File: src/rtl/wb_port_arbiter_if.sv
// Writeback port bundle: decode issue/hazard, ALU and LSU result
// handshakes, and the register-file write port.
interface wb_port_arbiter_if #(
   parameter int W  = 32,
   parameter int AW = 5
);
   // Decode side
   logic          issue_valid_i;
   logic          issue_long_i;
   logic [AW-1:0] issue_rd_i;
   logic [AW-1:0] rs1_addr_i;
   logic [AW-1:0] rs2_addr_i;
   logic          hazard_o;
   // ALU writeback source
   logic          alu_valid_i;
   logic [AW-1:0] alu_rd_i;
   logic [W-1:0]  alu_data_i;
   logic          alu_ready_o;
   // LSU writeback source
   logic          lsu_valid_i;
   logic [AW-1:0] lsu_rd_i;
   logic [W-1:0]  lsu_data_i;
   logic          lsu_ready_o;
   // Register file write port
   logic          write_en_o;
   logic [AW-1:0] write_addr_o;
   logic [W-1:0]  write_data_o;

   // Arbiter side
   modport slave (
      input  issue_valid_i, issue_long_i, issue_rd_i, rs1_addr_i, rs2_addr_i,
      input  alu_valid_i, alu_rd_i, alu_data_i,
      input  lsu_valid_i, lsu_rd_i, lsu_data_i,
      output hazard_o, alu_ready_o, lsu_ready_o,
      output write_en_o, write_addr_o, write_data_o
   );

   // Pipeline / stimulus side
   modport master (
      output issue_valid_i, issue_long_i, issue_rd_i, rs1_addr_i, rs2_addr_i,
      output alu_valid_i, alu_rd_i, alu_data_i,
      output lsu_valid_i, lsu_rd_i, lsu_data_i,
      input  hazard_o, alu_ready_o, lsu_ready_o,
      input  write_en_o, write_addr_o, write_data_o
   );
endinterface

File: src/rtl/wb_port_arbiter.sv
// Writeback port arbiter: shares the single register-file write port
// between the ALU and the LSU, with a starvation guard for the ALU and a
// pending-load scoreboard that produces the decode stall flag.
module wb_port_arbiter #(
   parameter int RISCV_WORD_WIDTH = 32,
   parameter int GP_REG_COUNT     = 32,
   parameter int STARVE_LIMIT     = 4
) (
   input logic              clk,
   input logic              rst_n,
   wb_port_arbiter_if.slave bus
);
   localparam int AW = $clog2(GP_REG_COUNT);
   localparam logic [3:0] LIMIT = 4'(STARVE_LIMIT);

   logic                        both_valid;
   logic                        alu_win;
   logic                        lsu_win;
   logic                        issue_set;
   logic                        hazard;
   logic [3:0]                  starve_q, starve_d;
   logic                        write_en_q, write_en_d;
   logic [AW-1:0]               write_addr_q, write_addr_d;
   logic [RISCV_WORD_WIDTH-1:0] write_data_q, write_data_d;
   logic [GP_REG_COUNT-1:0]     pending_q, pending_d;

   // Grant: LSU has priority unless the ALU has lost STARVE_LIMIT times in a row
   always_comb begin
      both_valid = bus.alu_valid_i & bus.lsu_valid_i;
      alu_win    = bus.alu_valid_i & (~bus.lsu_valid_i | (starve_q == LIMIT));
      lsu_win    = bus.lsu_valid_i & ~alu_win;
   end

   // Stall when a source or a load destination is still awaiting its load data
   always_comb begin
      hazard    = pending_q[bus.rs1_addr_i] | pending_q[bus.rs2_addr_i]
                | (bus.issue_valid_i & bus.issue_long_i & pending_q[bus.issue_rd_i]);
      issue_set = bus.issue_valid_i & bus.issue_long_i & ~hazard
                & (bus.issue_rd_i != '0);
   end

   // Next state: starve counter, write port register and scoreboard bits
   always_comb begin
      starve_d     = starve_q;
      write_en_d   = 1'b0;
      write_addr_d = write_addr_q;
      write_data_d = write_data_q;
      pending_d    = pending_q;

      if (alu_win) begin
         starve_d = 4'd0;
      end else if (both_valid && starve_q != LIMIT) begin
         starve_d = starve_q + 4'd1;
      end

      if (alu_win) begin
         write_en_d   = (bus.alu_rd_i != '0);
         write_addr_d = bus.alu_rd_i;
         write_data_d = bus.alu_data_i;
      end else if (lsu_win) begin
         write_en_d   = (bus.lsu_rd_i != '0);
         write_addr_d = bus.lsu_rd_i;
         write_data_d = bus.lsu_data_i;
      end

      // Clear on the edge the register file stores the data; a new set wins
      for (int i = 1; i < GP_REG_COUNT; i++) begin
         if (write_en_q && write_addr_q == AW'(i)) begin
            pending_d[i] = 1'b0;
         end
         if (issue_set && bus.issue_rd_i == AW'(i)) begin
            pending_d[i] = 1'b1;
         end
      end
      pending_d[0] = 1'b0;
   end

   // State registers with asynchronous reset dropping anything in flight
   always_ff @(posedge clk or negedge rst_n) begin
      if (!rst_n) begin
         starve_q     <= 4'd0;
         write_en_q   <= 1'b0;
         write_addr_q <= '0;
         write_data_q <= '0;
         pending_q    <= '0;
      end else begin
         starve_q     <= starve_d;
         write_en_q   <= write_en_d;
         write_addr_q <= write_addr_d;
         write_data_q <= write_data_d;
         pending_q    <= pending_d;
      end
   end

   assign bus.alu_ready_o  = alu_win;
   assign bus.lsu_ready_o  = lsu_win;
   assign bus.hazard_o     = hazard;
   assign bus.write_en_o   = write_en_q;
   assign bus.write_addr_o = write_addr_q;
   assign bus.write_data_o = write_data_q;
endmodule
File: src/flat_wrapper.sv
// flat-port wrapper written by rule: the top's interface ports become plain ports
module wb_port_arbiter_flat 
#(
   parameter int RISCV_WORD_WIDTH = 32,
   parameter int GP_REG_COUNT     = 32,
   parameter int STARVE_LIMIT     = 4
)
  (clk, rst_n, bus_issue_valid_i, bus_issue_long_i, bus_issue_rd_i, bus_rs1_addr_i, bus_rs2_addr_i, bus_alu_valid_i, bus_alu_rd_i, bus_alu_data_i, bus_lsu_valid_i, bus_lsu_rd_i, bus_lsu_data_i, bus_hazard_o, bus_alu_ready_o, bus_lsu_ready_o, bus_write_en_o, bus_write_addr_o, bus_write_data_o);
  wb_port_arbiter_if bus_i ();
  input logic clk;
  input logic rst_n;
  input wire logic [$bits(bus_i.issue_valid_i)-1:0] bus_issue_valid_i;
  input wire logic [$bits(bus_i.issue_long_i)-1:0] bus_issue_long_i;
  input wire logic [$bits(bus_i.issue_rd_i)-1:0] bus_issue_rd_i;
  input wire logic [$bits(bus_i.rs1_addr_i)-1:0] bus_rs1_addr_i;
  input wire logic [$bits(bus_i.rs2_addr_i)-1:0] bus_rs2_addr_i;
  input wire logic [$bits(bus_i.alu_valid_i)-1:0] bus_alu_valid_i;
  input wire logic [$bits(bus_i.alu_rd_i)-1:0] bus_alu_rd_i;
  input wire logic [$bits(bus_i.alu_data_i)-1:0] bus_alu_data_i;
  input wire logic [$bits(bus_i.lsu_valid_i)-1:0] bus_lsu_valid_i;
  input wire logic [$bits(bus_i.lsu_rd_i)-1:0] bus_lsu_rd_i;
  input wire logic [$bits(bus_i.lsu_data_i)-1:0] bus_lsu_data_i;
  output wire logic [$bits(bus_i.hazard_o)-1:0] bus_hazard_o;
  output wire logic [$bits(bus_i.alu_ready_o)-1:0] bus_alu_ready_o;
  output wire logic [$bits(bus_i.lsu_ready_o)-1:0] bus_lsu_ready_o;
  output wire logic [$bits(bus_i.write_en_o)-1:0] bus_write_en_o;
  output wire logic [$bits(bus_i.write_addr_o)-1:0] bus_write_addr_o;
  output wire logic [$bits(bus_i.write_data_o)-1:0] bus_write_data_o;
  assign bus_i.issue_valid_i = bus_issue_valid_i;
  assign bus_i.issue_long_i = bus_issue_long_i;
  assign bus_i.issue_rd_i = bus_issue_rd_i;
  assign bus_i.rs1_addr_i = bus_rs1_addr_i;
  assign bus_i.rs2_addr_i = bus_rs2_addr_i;
  assign bus_i.alu_valid_i = bus_alu_valid_i;
  assign bus_i.alu_rd_i = bus_alu_rd_i;
  assign bus_i.alu_data_i = bus_alu_data_i;
  assign bus_i.lsu_valid_i = bus_lsu_valid_i;
  assign bus_i.lsu_rd_i = bus_lsu_rd_i;
  assign bus_i.lsu_data_i = bus_lsu_data_i;
  assign bus_hazard_o = bus_i.hazard_o;
  assign bus_alu_ready_o = bus_i.alu_ready_o;
  assign bus_lsu_ready_o = bus_i.lsu_ready_o;
  assign bus_write_en_o = bus_i.write_en_o;
  assign bus_write_addr_o = bus_i.write_addr_o;
  assign bus_write_data_o = bus_i.write_data_o;
  wb_port_arbiter #(.RISCV_WORD_WIDTH(RISCV_WORD_WIDTH), .GP_REG_COUNT(GP_REG_COUNT), .STARVE_LIMIT(STARVE_LIMIT)) u_core (.clk(clk), .rst_n(rst_n), .bus(bus_i));
endmodule
File: config.mk
export PLATFORM = sky130hd
export DESIGN_NAME = wb_port_arbiter_flat
export DESIGN_NICKNAME = d
export VERILOG_FILES = /design/src/rtl/wb_port_arbiter_if.sv /design/src/rtl/wb_port_arbiter.sv /design/src/flat_wrapper.sv
export SDC_FILE = /design/constraint.sdc
export NUM_CORES = 1
export LEC_CHECK = 0
export CORE_ASPECT_RATIO = 1.5
export CORE_MARGIN = 2
export CORE_UTILIZATION = 25
export CTS_CLUSTER_SIZE = 16
export DETAILED_ROUTE_END_ITERATION = 10
export HOLD_SLACK_MARGIN = 0.02
export PLACE_DENSITY_LB_ADDON = 0.08
export SETUP_SLACK_MARGIN = 0.3
export SKIP_LAST_GASP = 1
export SYNTH_ARGS = -nofsm -noshare
export SYNTH_HDL_FRONTEND = slang
export SYNTH_SLANG_ARGS = --single-unit
File: constraint.sdc
create_clock -name clk -period 2.6 [get_ports clk]
set_input_delay 0.52 -clock clk [delete_from_list [all_inputs] [get_ports clk]]
set_output_delay 0.52 -clock clk [all_outputs]
set_load 0.05 [all_outputs]
==> results of run 1 <==
## metal layers
metal	share of wire	up-vias	global-route usage
met5	0	-	0
met1	0.39	1948	0.200
li1	-	1828	-
met3	0.074	24	0.0454
met4	0.025	0	0.0612
met2	0.51	180	0.307
## cell usage after synthesis, drive strengths merged, types with 5 or more instances
master,number,area [µm²]
nor2,17,63.8
nand3,10,50.1
nor2b,5,31.3
mux2i,11,110
nand2,42,158
mux4,21,477
buf,5,36.3
a222oi,34,340
clkbuf,20,75.1
o21ai,69,345
dfrtp,73,1830
inv,43,161
nor3,5,25.0
## final cells by class
class	count	area [µm²]	area share
Multi-Input combinational cell	253	2130	0.327
Timing Repair Buffer	185	1850	0.285
Sequential cell	73	1830	0.281
Clock buffer	13	270	0.0416
Tap cell	203	254	0.0391
Inverter	43	165	0.0254
## flip-flops by register name (all words and copies together) (netlist names)
name / cells
u_core.bus.write_en_o: 1
u_core.starve_q: 4
u_core.pending_q: 31
u_core.bus.write_data_o: 32
u_core.bus.write_addr_o: 5
## cells in the final DEF, fill, tap and decap left out, types with 2 or more instances in the layout
cell | synthesis | final
buf_6 | 2 | 4
clkdlybuf4s50_1 | 0 | 123
inv_1 | 43 | 42
o21ai_1 | 0 | 7
a221o_1 | 2 | 2
nor3b_1 | 2 | 2
nor3_1 | 5 | 5
mux4_2 | 20 | 21
a222oi_1 | 34 | 34
nor2_1 | 17 | 16
clkbuf_8 | 0 | 3
buf_12 | 0 | 7
nor2b_1 | 5 | 5
mux2i_1 | 11 | 10
ha_1 | 2 | 2
mux2_2 | 4 | 4
o21ai_4 | 0 | 3
nand3_1 | 10 | 10
dlygate4sd2_1 | 0 | 4
o41ai_4 | 0 | 2
or4_1 | 2 | 2
nand2b_1 | 4 | 4
o21ai_0 | 69 | 39
nand2_1 | 42 | 41
clkbuf_16 | 0 | 10
buf_4 | 0 | 41
a21oi_1 | 2 | 2
dfrtp_1 | 73 | 72
o21ai_2 | 0 | 20
buf_2 | 2 | 2
## metrics by stage
stage	util	cells	instance area [µm²]
floorplan	-	394	4070
global placement	0.375	744	5880
detailed placement	0.375	744	5880
CTS	0.400	765	6280
global route	0.414	770	6500
finish	0.414	770	6500
## timing repair
action / CTS / global route
setup endpoints to repair: 34 / 33
buffers inserted: 7 / 4
hold buffers: 0 / 0
gates cloned: 1 / 1
hold endpoints to repair: 0 / 0
gates resized for setup: 39 / 49
pin swaps: 4 / 3
## worst register-to-register path, stage by stage, from the launching register on
cell	delay [ps]
dfrtp_1	430
mux4_2	470
mux4_2	520
o2111ai_4	220
nand4_4	140
buf_4	170
buf_4	150
bufbuf_16	300
o21ai_4	140
## power groups by stage
stage                     sequential, W  combinational, W  clock (W)
after global routing            0.00177           0.00206    0.00124
after CTS                       0.00173           0.00171    0.00118
final                           0.00174           0.00193    0.00116
after floorplan                 0.00182          0.000764          0
after global placement          0.00175           0.00155          0
after detailed placement        0.00174           0.00157          0
## worst min path at each step
stage,depth (start not counted),slack [ps],startpoint,end
after floorplan,0,220,rst_n,u_core.bus.write_addr_o[0]$_DFFE_PN0P_
after global placement,2,470,u_core.bus.write_data_o[0]$_DFFE_PN0P_,u_core.bus.write_data_o[0]$_DFFE_PN0P_
after detailed placement,2,480,u_core.bus.write_data_o[4]$_DFFE_PN0P_,u_core.bus.write_data_o[4]$_DFFE_PN0P_
after CTS,1,190,rst_n,u_core.bus.write_data_o[13]$_DFFE_PN0P_
after global routing,1,210,rst_n,u_core.bus.write_data_o[12]$_DFFE_PN0P_
final,1,170,rst_n,u_core.bus.write_data_o[12]$_DFFE_PN0P_
## kinds of logic (layout without fill, tap and decap cells)
group           count (synthesis)  after routing
flops                          73             73
simple gates                   93             93
buf+inv                        68            241
mux                            36             36
fa+ha+maj                       2              2
compound gates                122            122
==> metrics.txt, run 1 <==
Final Cycle Share 1.09; Post-route DRC 0; Die ar. 0.0172 mm²; vias per cell 5.17; Critical Path Fanout Max 4; Pins Over Slew Limit 0; fin worst setup slack -221 ps; register area share after synthesis 0.453; die height 160 µm; FF-to-FF End u_core.pending_q[10]$_DFFE_PN0P_; CP most frequent cell mux4_2; final setup TNS -255 ps; Post-Synth Adder-Cell Area 0.00621; DR WL/cell 19.3 µm; CTS max path bufs 2; post-detailed-route count of antenna-violating nets 0; number of synthesized register bits 73; DR pass1 iterations 7; vias in the first global route 4,198; CP startpoint u_core.pending_q[13]$_DFFE_PN0P_; total power 0.00482 W; Top delay family on crit path multiplexers; HP Class in2async; CTS root buf clkbuf_16; layout cells sized above 1 0.233; largest net degree at the start of global routing 40; Clock Power Share 0.240; Initial DRC Count 279; violated checks setup timing; syn_area_per_cell 10.2 µm²; synthesized net count 491; Die X 108 µm; WHS 166 ps; Switch Pwr 0.00170 W; CTS tree done; Mapped Area 0.00403 mm²; Ant. Diodes 0; core area 0.0157 mm²; via count 3,980; mux share of post-synthesis cell area 0.157; skew final 6.17 ps; RSZ-0062 raised after global routing yes; Tmin final 2820 ps; Post-synth EDFFs 0; WP data required 2080 ps; first-pass GRT wire length 23,300 µm; CP max-delay cell mux4_2; Post-Synth Simple-Gate Area 0.106; Mapped Cells 394; Switching Share 0.352; critical setup path kind reg2out; RD Place Congestion 0.822; cells along the critical path mux4_2, mux4_2, o2111ai_4, nand4_4, buf_8; Worst Tran Pin Value 550 ps; Startpoint Class register; internal power 0.00312 W; clk_lat worst skew 330 ps; worst relative slew slack 0.630; Synth Flop Type dfrtp_1; fillcell total 1,587; antenna violations before repair 0; max capacitance violation total 0; Reg2Reg Depth 8; IO Pins 136; Pleak 2.70 nW; Synth cell types 42; Comb power frac 0.399; PwrDens 742 mW/mm²; Buffers & Inverters on Critical Path 1; crit path to bus_hazard_o; hpwl dp 10,900 µm; # port buffers 135; Seq pwr share 0.361; pre-CTS setup slack -777 ps; CP endpoint kind primary output; largest family of logic cells by synthesized area compound AO/OA/AOI/OAI gates; Initial Util 0.257; final hold violations 0; Final #Nets 662; Num CTS Buffers 9; FF-to-FF Start u_core.pending_q[13]$_DFFE_PN0P_; CTS H-tree lvls 3; complex-gate fraction of the synthesized area 0.211; final-report setup violation count 5; register-to-register setup slack -10 ps; clock sink total 73; FFs w/ async S/R, synth 1.00; total wire length 14,800 µm; # rows 56; area delta synth->final 61.1%; gr ovfl total 0; peak supply drop 306 µV; Clock transition at path regs 50 ps; fmax 0.354 GHz; critical path arrival 2300 ps; post-synthesis xor/xnor area fraction 0; status finished, violations left; slowest stage delay, CP 520 ps; Synth warnings 0; Total Routing Usage GR 0.174; WP depth 5
Power figures use the tool's default switching activity.
==> run 2, diff against run 1 <==
--- a/config.mk
+++ b/config.mk
@@ -5,12 +5,13 @@
 export SDC_FILE = /design/constraint.sdc
 export NUM_CORES = 1
 export LEC_CHECK = 0
+export CAP_MARGIN = 20
 export CORE_ASPECT_RATIO = 1.5
 export CORE_MARGIN = 2
 export CORE_UTILIZATION = 25
 export CTS_CLUSTER_SIZE = 16
 export DETAILED_ROUTE_END_ITERATION = 10
-export HOLD_SLACK_MARGIN = 0.02
+export HOLD_SLACK_MARGIN = 0.08
 export PLACE_DENSITY_LB_ADDON = 0.08
 export SETUP_SLACK_MARGIN = 0.3
 export SKIP_LAST_GASP = 1
==> results of run 2 <==
No change in the layout: final DEF, timing and power equal those of run 1.
